## config.mk

```make
export PLATFORM = sky130hd
export DESIGN_NAME = pc_sequencer
export DESIGN_NICKNAME = d
export VERILOG_FILES = /design/src/rtl/pc_sequencer_pkg.sv /design/src/rtl/pc_sequencer_return_stack.sv /design/src/rtl/pc_sequencer.sv
export SDC_FILE = /design/constraint.sdc
export NUM_CORES = 1
export LEC_CHECK = 0
export CELL_PAD_IN_SITES_DETAIL_PLACEMENT = 1
export CELL_PAD_IN_SITES_GLOBAL_PLACEMENT = 1
export CORE_ASPECT_RATIO = 1.1
export CORE_UTILIZATION = 30
export DETAILED_ROUTE_END_ITERATION = 8
export PLACE_DENSITY_LB_ADDON = 0.1
export SLEW_MARGIN = 20
export SYNTH_ARGS = -nofsm -noshare
export SYNTH_HDL_FRONTEND = slang
export SYNTH_SLANG_ARGS = --single-unit
```

## constraint.sdc

```tcl
create_clock -name clk -period 7.36 [get_ports clk]
set_clock_uncertainty 0.05 [all_clocks]
set_input_delay 1.472 -clock clk [delete_from_list [all_inputs] [get_ports clk]]
set_output_delay 1.472 -clock clk [all_outputs]
set_load 0.005 [all_outputs]
```

## src/rtl/pc_sequencer_pkg.sv

```systemverilog
// pc_sequencer_pkg: shared CPU front-end types (sequencer op codes, default address width).
`default_nettype none

package pc_sequencer_pkg;

  localparam int DEFAULT_ADDR_W = 19;

  typedef enum logic [2:0] {
    SEQ    = 3'd0,
    BRANCH = 3'd1,
    JMP    = 3'd2,
    CALL   = 3'd3,
    RET    = 3'd4,
    RETI   = 3'd5,
    HOLD   = 3'd6,
    RSVD   = 3'd7
  } pc_op_t;

  // Ops that leave the stack alone can have an interrupt folded into them.
  function automatic logic irq_allowed(input pc_op_t op);
    return (op == SEQ) || (op == BRANCH) || (op == JMP) || (op == HOLD) || (op == RSVD);
  endfunction

endpackage

`default_nettype wire

```

## src/rtl/pc_sequencer_return_stack.sv

```systemverilog
// return_stack: hardware LIFO of return addresses; top entry always at entry 0.
`default_nettype none

module return_stack #(
  parameter int ADDR_W      = 19,
  parameter int STACK_DEPTH = 8,
  localparam int SP_W       = $clog2(STACK_DEPTH + 1)
) (
  input  logic              clk,
  input  logic              rst_n,
  input  logic              push,
  input  logic              pop,
  input  logic [ADDR_W-1:0] wdata,
  output logic [ADDR_W-1:0] rdata,
  output logic [SP_W-1:0]   sp,
  output logic              full,
  output logic              empty
);

  logic [ADDR_W-1:0] mem [STACK_DEPTH];
  logic              do_push;
  logic              do_pop;

  assign full    = (sp == SP_W'(STACK_DEPTH));
  assign empty   = (sp == '0);
  assign do_push = push & ~full;
  assign do_pop  = pop & ~empty & ~push;
  assign rdata   = mem[0];

  always_ff @(posedge clk or negedge rst_n) begin
    if (!rst_n) begin
      sp <= '0;
    end else if (do_push) begin
      sp <= sp + SP_W'(1);
    end else if (do_pop) begin
      sp <= sp - SP_W'(1);
    end
  end

  // Shift-register storage: contents are don't-care after reset.
  always_ff @(posedge clk) begin
    if (do_push) begin
      mem[0] <= wdata;
      for (int i = 1; i < STACK_DEPTH; i++) mem[i] <= mem[i-1];
    end else if (do_pop) begin
      for (int i = 1; i < STACK_DEPTH; i++) mem[i-1] <= mem[i];
    end
  end

endmodule

`default_nettype wire

```

## src/rtl/pc_sequencer.sv

```systemverilog
// pc_sequencer: program counter with next-PC mux, return stack and single-level interrupt entry.
`default_nettype none

module pc_sequencer
  import pc_sequencer_pkg::*;
#(
  parameter int                ADDR_W      = DEFAULT_ADDR_W,
  parameter int                STACK_DEPTH = 8,
  parameter logic [ADDR_W-1:0] RESET_VEC   = '0,
  parameter logic [ADDR_W-1:0] INT_VEC     = ADDR_W'(19'h00010),
  localparam int               SP_W        = $clog2(STACK_DEPTH + 1)
) (
  input  logic              clk,
  input  logic              rst_n,
  input  logic              pc_enable,
  input  pc_op_t            pc_op,
  input  logic              branch_taken,
  input  logic [ADDR_W-1:0] target_addr,
  input  logic              irq_req,
  input  logic              clear_err,
  output logic [ADDR_W-1:0] pc,
  output logic              irq_ack,
  output logic              int_en,
  output logic [SP_W-1:0]   sp,
  output logic              stack_overflow,
  output logic              stack_underflow
);

  logic [ADDR_W-1:0] pc_inc;
  logic [ADDR_W-1:0] nxt;
  logic [ADDR_W-1:0] pc_d;
  logic [ADDR_W-1:0] push_data;
  logic [ADDR_W-1:0] top;
  logic              push_req;
  logic              pop_req;
  logic              ie_set;
  logic              take_irq;
  logic              push;
  logic              pop;
  logic              set_ovf;
  logic              set_unf;
  logic              full;
  logic              empty;

  assign pc_inc = pc + ADDR_W'(1);

  always_comb begin
    nxt       = pc;
    push_req  = 1'b0;
    pop_req   = 1'b0;
    ie_set    = 1'b0;
    set_unf   = 1'b0;
    case (pc_op)
      SEQ, RSVD: nxt = pc_inc;
      BRANCH:    nxt = branch_taken ? target_addr : pc_inc;
      JMP:       nxt = target_addr;
      HOLD:      nxt = pc;
      CALL: begin
        nxt      = target_addr;
        push_req = 1'b1;
      end
      RET, RETI: begin
        ie_set = (pc_op == RETI);
        if (empty) begin
          nxt     = pc_inc;
          set_unf = pc_enable;
        end else begin
          nxt     = top;
          pop_req = 1'b1;
        end
      end
      default:   nxt = pc_inc;
    endcase

    // Interrupt entry pushes the address the op would have loaded.
    take_irq  = pc_enable & irq_req & int_en & irq_allowed(pc_op);
    push_data = take_irq ? nxt : pc_inc;
    pc_d      = take_irq ? INT_VEC : nxt;
    if (take_irq) push_req = 1'b1;

    push    = pc_enable & push_req & ~full;
    pop     = pc_enable & pop_req;
    set_ovf = pc_enable & push_req & full;
  end

  return_stack #(
    .ADDR_W      (ADDR_W),
    .STACK_DEPTH (STACK_DEPTH)
  ) u_stack (
    .clk   (clk),
    .rst_n (rst_n),
    .push  (push),
    .pop   (pop),
    .wdata (push_data),
    .rdata (top),
    .sp    (sp),
    .full  (full),
    .empty (empty)
  );

  always_ff @(posedge clk or negedge rst_n) begin
    if (!rst_n) begin
      pc              <= RESET_VEC;
      int_en          <= 1'b1;
      irq_ack         <= 1'b0;
      stack_overflow  <= 1'b0;
      stack_underflow <= 1'b0;
    end else begin
      irq_ack         <= take_irq;
      stack_overflow  <= set_ovf | (stack_overflow  & ~clear_err);
      stack_underflow <= set_unf | (stack_underflow & ~clear_err);
      if (pc_enable) begin
        pc <= pc_d;
        if (take_irq)    int_en <= 1'b0;
        else if (ie_set) int_en <= 1'b1;
      end
    end
  end

endmodule

`default_nettype wire

```

# After elaboration in Yosys (flattened, before gate mapping)
# Memory sizes are Yosys's and may differ from the RTL's.
# Cells that the tools add are included.
# word_totals
reg_bits	27
ram_bits	152
in_bits	28
n_memories	1
# mem_list
memory	words	word_bits	read_ports	rd_ports_with_merged_regs	write_ports	line	text
u_stack.mem	8	19	8	0	8	pc_sequencer_return_stack.sv:20	logic [ADDR_W-1:0] mem [STACK_DEPTH];
# op_classes
add_sub_neg	3
n_eq_ne	8
n_mux	28
n_bitwise	25
reduce_logical	12
# ops
operator	count
2-to-1 mux 19 bit	11
case mux 19 bit (5 select lines)	1
adder 19 x 1 -> 19 bit, second input constant	1
2-to-1 mux 1 bit	14
AND 1 bit	12
== test 3 bit, second input constant	4
OR 1 bit	9
2-to-1 mux 4 bit	2
== test 3 x 2 -> 1 bit, second input constant	2
OR reduction 2 bit	3
adder 4 x 1 -> 4 bit, second input constant	1
== test 4 bit, second input constant	1
logical NOT 4 bit	1
logical OR 1 bit	4
inverter 1 bit	4
nonzero test 2 bit	2
subtractor 4 x 1 -> 4 bit, second input constant	1
== test 3 x 1 -> 1 bit, second input constant	1
logical NOT 3 bit	1
AND reduction 2 bit	1

# Longest topological paths before layout
# Gate-level depths: netlist of run 1.
# depth
word_depth	15
mapped_depth	12
mapped_depth_nobuf	9

# Modules after synthesis
# Synthesis of run 1 repeated with hierarchy kept, for this count alone.
# hier_totals
cells_unflattened	709
area_unflattened_um2	9275.1
# modules_own_cells
mod	instances	cells_per_inst	area_each_um2	seq_area_each_um2
return_stack	1	342	6668.9	4664.5
pc_sequencer	1	367	2606.2	576.8

# Worst setup path after synthesis of run 1
# Ideal clock, no wire load.
# synth_timing
kind	input port to flip-flop
start	input port pc_op[2]
end	register u_stack.sp[1]
setup_ns	0.143
arrival_time_ns	5.731
path_slack_ns	1.436
stages	8
n_path_buf	2
cell_sequence	nor2b_1 > buf_2 > or3_1 > buf_4 > inv_4 > o21ai_4 > nand2_1 > mux2_1
# synth_via
elab_chain_cells	12
word_cells_on_any_way	26
cone_classes	eq/ne (7); mux (4); bitwise (8); reduce/logical (7)
# synth_rtl
item	line	text
from (decl)	pc_sequencer.sv:16	input pc_op_t pc_op,
== test 3 x 1 -> 1 bit / logical NOT 3 bit (equally long branches)	pc_sequencer_pkg.sv:21	return (op == SEQ) || (op == BRANCH) || (op == JMP) || (op == HOLD) || (op == RSVD);
logical OR 1 bit (4 in series)	pc_sequencer_pkg.sv:21	
AND 1 bit	pc_sequencer.sv:76	take_irq = pc_enable & irq_req & int_en & irq_allowed(pc_op);
2-to-1 mux 1 bit	pc_sequencer.sv:79	if (take_irq) push_req = 1'b1;
AND 1 bit (2 in series)	pc_sequencer.sv:81	push = pc_enable & push_req & ~full;
inverter 1 bit	pc_sequencer_return_stack.sv:27	assign do_pop = pop & ~empty & ~push;
AND 1 bit	pc_sequencer_return_stack.sv:27	
nonzero test 2 bit (no line)	-	
to (signal assigned)	pc_sequencer_return_stack.sv:34	sp <= sp + SP_W'(1);
to (signal assigned)	pc_sequencer_return_stack.sv:36	sp <= sp - SP_W'(1);
to (decl)	pc_sequencer_return_stack.sv:15	output logic [SP_W-1:0] sp,
# Parallel ways exist; a longest one is shown, timed or not.
# A chain may end at the register's enable or synchronous reset.

==> impl_metrics.env, run 1 <==
export IMPL_layout_drive_gt1_share=0.0826
export IMPL_antenna_left=0
export IMPL_period_minus_slack_ps=5120
export IMPL_ios=55
export IMPL_cp_cell_sequence="clkdlybuf4s50_1 > and3b_1 > or3_1 > buf_4 > inv_4 > o21ai_4 > buf_4 > nand2_4 > buf_12"
export IMPL_synth_top_area_frac=0.508
export IMPL_nets=939
export IMPL_p_leak_nw=4.04
export IMPL_relSlewSlack=0.352
export IMPL_grt_pass1_vias=6724
export IMPL_drv_cap=0
export IMPL_cp_required_ps=7420
export IMPL_regToRegSetupSlack_ps=3560
export IMPL_setup_tns_ps=0
export IMPL_hp_class="reg -> reg"
export IMPL_placed_cells=1262
export IMPL_drt_first_pass_iters=4
export IMPL_ys_types=69
export IMPL_start_kind="input port"
export IMPL_htreeDepth=4
export IMPL_synth_top_area_cell="edfxtp_1"
export IMPL_n_antenna_cell=0
export IMPL_power_mw=2.90
export IMPL_setup_viol=0
export IMPL_cts_root_buf="clkbuf_16"
export IMPL_power_frac_seq=0.495
export IMPL_hold_depth=0
export IMPL_row_count=66
export IMPL_area_growth_pct=16.0
export IMPL_reg2reg_depth=4
export IMPL_cts_resized=0
export IMPL_cpPeakStageDelay_ps=910
export IMPL_hold_path_startpoint="u_stack.mem[0][121]$_DFFE_PP_"
export IMPL_synthTopCellsByArea="edfxtp_1 51%, nand2_1 13%, dfrtp_1 7.2%"
export IMPL_switching_share=0.294
export IMPL_internal_power_mw=2.05
export IMPL_tightest_slew_ps=972
export IMPL_r2r_end="u_stack.mem[0][130]$_DFFE_PP_"
export IMPL_crit_path_start="pc_op[1]"
export IMPL_gr_usage_met1=0.246
export IMPL_fp_coreArea_um2=29500
export IMPL_synth_warnings=0
export IMPL_critPathBufInv=5
export IMPL_hold_viol=0
export IMPL_drc=0
export IMPL_grt_busiest_layer="met2"
export IMPL_stdcell_count=1294
export IMPL_ir_worst_vdd_v=0.000154
export IMPL_grt_max_degree=66
export IMPL_rsz0062_at_grt="no"
export IMPL_synth_edff_count=152
export IMPL_ys_ff_latch=179
export IMPL_overflow=0
export IMPL_slowest_stage="clkdlybuf4s50_1"
export IMPL_outcome="complete, no violations"
export IMPL_powerDensity_nw_per_um2=278
export IMPL_seq_area_frac_synth=0.583
export IMPL_yosysMostFrequentCell="nand2_1"
export IMPL_async_reset_ff_frac=0.151
export IMPL_dp_hpwl_um=15900
export IMPL_gp_congestion=0.806
export IMPL_combPwrFrac=0.201
export IMPL_switchingPower_mw=0.854
export IMPL_regArea_um2=5240
export IMPL_post_cts_buffers=0
export IMPL_pwr_share_clk=0.304
export IMPL_synth_area_um2=8990
export IMPL_grt_use_met3=0.0286
export IMPL_portBuffers=54
export IMPL_crit_fanout=64
export IMPL_die_y_um=184
export IMPL_start_util=0.305
export IMPL_antenna_found_initial=0
export IMPL_drt_iter0_markers=410
export IMPL_clk_pin_slew_ps=70
export IMPL_die_x_um=167
export IMPL_vias=6470
export IMPL_synthCells=875
export IMPL_clock_sinks=179
export IMPL_crit_path_end_kind="register"
export IMPL_clk_latency_ps=430
export IMPL_wl_per_cell_um=18.6
export IMPL_reg2reg_from="u_stack.sp[0]$_DFFE_PN0P_"
export IMPL_critical_path_class="in -> reg"
export IMPL_worstPathArrival_ps=5190
export IMPL_critPathMostFrequentCell="buf_4"
export IMPL_multiInputGateArea_um2=3360
export IMPL_fin_crit_sh=0.696
export IMPL_post_synth_cell_area_avg_um2=10.3
export IMPL_cts_max_path_buffers=2
export IMPL_dieArea_um2=30700
export IMPL_grt_use_total=0.165
export IMPL_synth_flop_cell="edfxtp_1"
export IMPL_cts_hold_fix_buffers=0
export IMPL_wirelength_um=24000
export IMPL_n_fill_cell=3239
export IMPL_drv_slew=0
export IMPL_synth_top_cells_by_count="310 x nand2_1, 152 x edfxtp_1, 32 x o21ai_0"
export IMPL_cts_tree="built"
export IMPL_min_to="u_stack.mem[0][140]$_DFFE_PP_"
export IMPL_max_freq_ghz=0.195
export IMPL_viasPerCell=5.00
export IMPL_numCtsBuffers=17
export IMPL_crit_family="buffers and inverters"
export IMPL_grt_pass1_wl_um=39400
export IMPL_synth_nets=907
export IMPL_use_met2=0.246
-- cell families after synthesis --
kind of cell             share of synthesized area
AND/OR/NAND/NOR                              0.186
multiplexers                                0.0365
XOR/XNOR                                    0.0185
adder cells (fa/ha/maj)                    0.00641
buffers and inverters                       0.0450
flip-flops                                   0.583
AO/OA/AOI/OAI                                0.124
-- power by group through the flow --
stage	Sequential [mW]	Combinational (mW)	Clock, mW
floorplan	1.42	0.385	0
global placement	1.46	0.585	0
detailed placement	1.46	0.595	0
CTS	1.44	0.596	0.914
global route	1.46	0.661	0.942
finish	1.44	0.584	0.881
-- worst max path at each step --
stage / cells past startpoint / endpoint / slack [ps]
5_1_grt: 9 / u_stack.mem[0][128]$_DFFE_PP_ / 1970
6_report: 9 / u_stack.mem[0][130]$_DFFE_PP_ / 2240
3_5_place_dp: 9 / u_stack.mem[0][93]$_DFFE_PP_ / 1690
4_1_cts: 9 / u_stack.mem[0][125]$_DFFE_PP_ / 2150
2_1_floorplan: 8 / u_stack.sp[1]$_DFFE_PN0P_ / 1440
3_3_place_gp: 9 / u_stack.mem[0][131]$_DFFE_PP_ / 1750
-- worst reg2reg max path: cells and delay by family (launching register included) --
family	cells	cell delay [ps]
flip-flops	1	550
buffers and inverters	1	360
AND/OR/NAND/NOR	3	2520
-- layout make-up --
cell class | instances | area share
multi-input cells | 609 | 0.322
inverters | 31 | 0.0114
repair buffers | 69 | 0.0650
clock inverters | 9 | 0.00780
flip-flops and latches | 179 | 0.503
clock buffers | 23 | 0.0458
well taps | 374 | 0.0449
-- per-layer routing --
metal	wire [µm]	share of wire
met4	258	0.011
met5	0	0
met3	676	0.028
met1	12700	0.53
met2	10400	0.43
-- placed cells by master, fill, tap and decap left out, drive strengths merged, types with 3 or more instances in the layout --
| master | instances |
|---|---|
| a211oi | 7 |
| a21o | 5 |
| a21oi | 25 |
| a221o | 12 |
| a221oi | 7 |
| a31oi | 3 |
| buf | 15 |
| clkbuf | 23 |
| clkdlybuf4s50 | 54 |
| clkinv | 4 |
| clkinvlp | 3 |
| dfrtp | 26 |
| edfxtp | 152 |
| ha | 3 |
| inv | 32 |
| mux2 | 21 |
| nand2 | 310 |
| nand2b | 3 |
| nand3 | 28 |
| nand4 | 7 |
| nand4b | 4 |
| nor2 | 20 |
| nor3 | 8 |
| nor4 | 6 |
| o211ai | 5 |
| o21ai | 53 |
| o22ai | 14 |
| o2bb2ai | 8 |
| o31ai | 7 |
| xnor2 | 14 |
| xor2 | 5 |
-- registers in the layout, indices dropped and copies added (netlist names) --
register         cells
stack_overflow       1
u_stack.mem        152
int_en               1
pc                  19
u_stack.sp           4
irq_ack              1
stack_underflow      1
-- metrics by stage --
| stage | utilization | worst slack [ps] | cell area, µm² | hold slack (ps) |
|---|---|---|---|---|
| 6_report | 0.354 | 2240 | 10400 | 403 |
| 3_3_place_gp | 0.335 | 1750 | 9870 | 384 |
| 3_5_place_dp | 0.335 | 1690 | 9870 | 392 |
| 5_1_grt | 0.354 | 1970 | 10400 | 420 |
| 4_1_cts | 0.354 | 2150 | 10400 | 407 |
| 2_1_floorplan | - | 1440 | 8990 | 376 |
Note: power is estimated with default switching activity, not from simulation.
==> inputs of run 2 (changes only) <==
==> constraint.sdc (replaced) <==
create_clock -name clk -period 5.19 [get_ports clk]
set_clock_uncertainty 0.05 [all_clocks]
set_input_delay 1.038 -clock clk [delete_from_list [all_inputs] [get_ports clk]]
set_output_delay 1.038 -clock clk [all_outputs]
set_load 0.005 [all_outputs]
==> impl_metrics.env, run 2 (synthesis gave the netlist of run 1 again) <==
export IMPL_drv_cap=0
export IMPL_reg2reg_depth=6
export IMPL_n_antenna_cell=0
export IMPL_dp_hpwl_um=16200
export IMPL_placed_cell_area_um2=9900
export IMPL_placed_cells=1265
export IMPL_critical_path_class="in -> reg"
export IMPL_hold_path_startpoint="u_stack.mem[0][115]$_DFFE_PP_"
export IMPL_grt_pass1_wl_um=39500
export IMPL_cts_resized=0
export IMPL_final_area_um2=10500
export IMPL_clk_latency_ps=430
export IMPL_hp_class="reg -> reg"
export IMPL_cts_tree="built"
export IMPL_drc=0
export IMPL_max_freq_ghz=0.251
export IMPL_wl_per_cell_um=18.9
export IMPL_antenna_left=0
export IMPL_reg_largest_list="u_stack.mem: 152 flops, pc: 19 flops, u_stack.sp: 4 flops"
export IMPL_largest_reg_flops=152
export IMPL_drt_iter0_markers=361
export IMPL_powerDensity_nw_per_um2=394
export IMPL_fin_crit_sh=0.767
export IMPL_area_growth_pct=16.3
export IMPL_row_count=66
export IMPL_outcome="complete, no violations"
export IMPL_wirelength_um=24500
export IMPL_setup_tns_ps=0
export IMPL_power_mw=4.12
export IMPL_gp_congestion=0.786
export IMPL_worstPathArrival_ps=4060
export IMPL_clock_sinks=179
export IMPL_crit_path_start="pc_op[1]"
export IMPL_nets=942
export IMPL_relSlewSlack=0.391
export IMPL_regArea_um2=5240
export IMPL_stdcell_count=1297
export IMPL_top_register="u_stack.mem"
export IMPL_clk_pin_slew_ps=70
export IMPL_post_cts_buffers=0
export IMPL_dieArea_um2=30700
export IMPL_grt_use_total=0.166
export IMPL_die_x_um=167
export IMPL_crit_path_end_kind="register"
export IMPL_setup_slack_ps=1210
export IMPL_drv_slew=0
export IMPL_hold_viol=0
export IMPL_numCtsBuffers=17
export IMPL_grt_pass1_vias=6653
export IMPL_tightest_slew_ps=910
export IMPL_crit_fanout=78
export IMPL_overflow=0
export IMPL_portBuffers=54
export IMPL_final_common_cell="nand2_1"
export IMPL_start_util=0.305
export IMPL_fin_util=0.355
export IMPL_ir_worst_vdd_v=0.000165
export IMPL_setup_viol=0
export IMPL_cp_required_ps=5270
export IMPL_reg2reg_from="u_stack.sp[0]$_DFFE_PN0P_"
export IMPL_period_minus_slack_ps=3980
export IMPL_htreeDepth=4
export IMPL_start_kind="input port"
export IMPL_multiInputGateArea_um2=3370
export IMPL_hold_depth=0
export IMPL_rsz0062_at_grt="no"
export IMPL_n_fill_cell=3308
export IMPL_ios=55
export IMPL_vias=6449
export IMPL_cts_hold_fix_buffers=0
export IMPL_p_leak_nw=4.05
export IMPL_final_cell_mix="309 x nand2_1, 152 x edfxtp_1, 54 x clkdlybuf4s50_1, 32 x o21ai_0, 29 x inv_1"
export IMPL_viasPerCell=4.97
export IMPL_antenna_found_initial=0
export IMPL_fp_coreArea_um2=29500
export IMPL_cts_max_path_buffers=2
export IMPL_hold_slack_ps=419
export IMPL_layout_drive_gt1_share=0.0867
export IMPL_die_y_um=184
export IMPL_drt_first_pass_iters=4
export IMPL_grt_max_degree=89
export IMPL_cts_root_buf="clkbuf_16"
export IMPL_pre_cts_slack_ps=729
-- run 2: changes by cell type in the layout (fill, tap and decap cells not counted), sizes merged --
| cell | change |
|---|---|
| clkinv | +3 |
| inv | +4 |
| clkbuf | -6 |
| clkinvlp | -1 |
| buf | +3 |
-- run 2: critical path, cell delays in order --
cell and delay (ps):
clkdlybuf4s50_1 580, buf_4 300, nor2b_1 90, or3_1 410, inv_4 270, o21ai_4 130
buf_4 290, nand2_8 520, buf_4 340
-- run 2: worst paths after layout --
kind                                                       to  slack [ps]
worst min-delay path            u_stack.mem[0][134]$_DFFE_PP_         420
max in group asynchronous                  int_en$_DFFE_PN1P_        3820
worst max register to register    u_stack.mem[0][2]$_DFFE_PP_        2090
worst min register to register  u_stack.mem[0][134]$_DFFE_PP_         420
worst max-delay path             u_stack.mem[0][41]$_DFFE_PP_        1210
min in group asynchronous                   pc[1]$_DFFE_PN0P_         940
-- run 2: routing by layer --
layer	global-route usage	part of all wire	up-vias
li1	-	-	3175
met1	0.244	0.53	3164
met2	0.253	0.44	95
met3	0.0263	0.023	15
met4	0.0426	0.0092	0
met5	0	0	-
-- run 2: layout make-up --
class	count	area share
Sequential cell	179	0.501
Multi-Input combinational cell	609	0.322
Timing Repair Buffer	72	0.0670
Tap cell	374	0.0448
Clock buffer	17	0.0407
Clock inverter	15	0.0123
Inverter	31	0.0114
-- run 2: power by group --
part | internal (mW) | switching, mW
Clock | 0.664 | 0.581
Sequential | 1.84 | 0.204
Combinational | 0.368 | 0.464
Total | 2.87 | 1.25
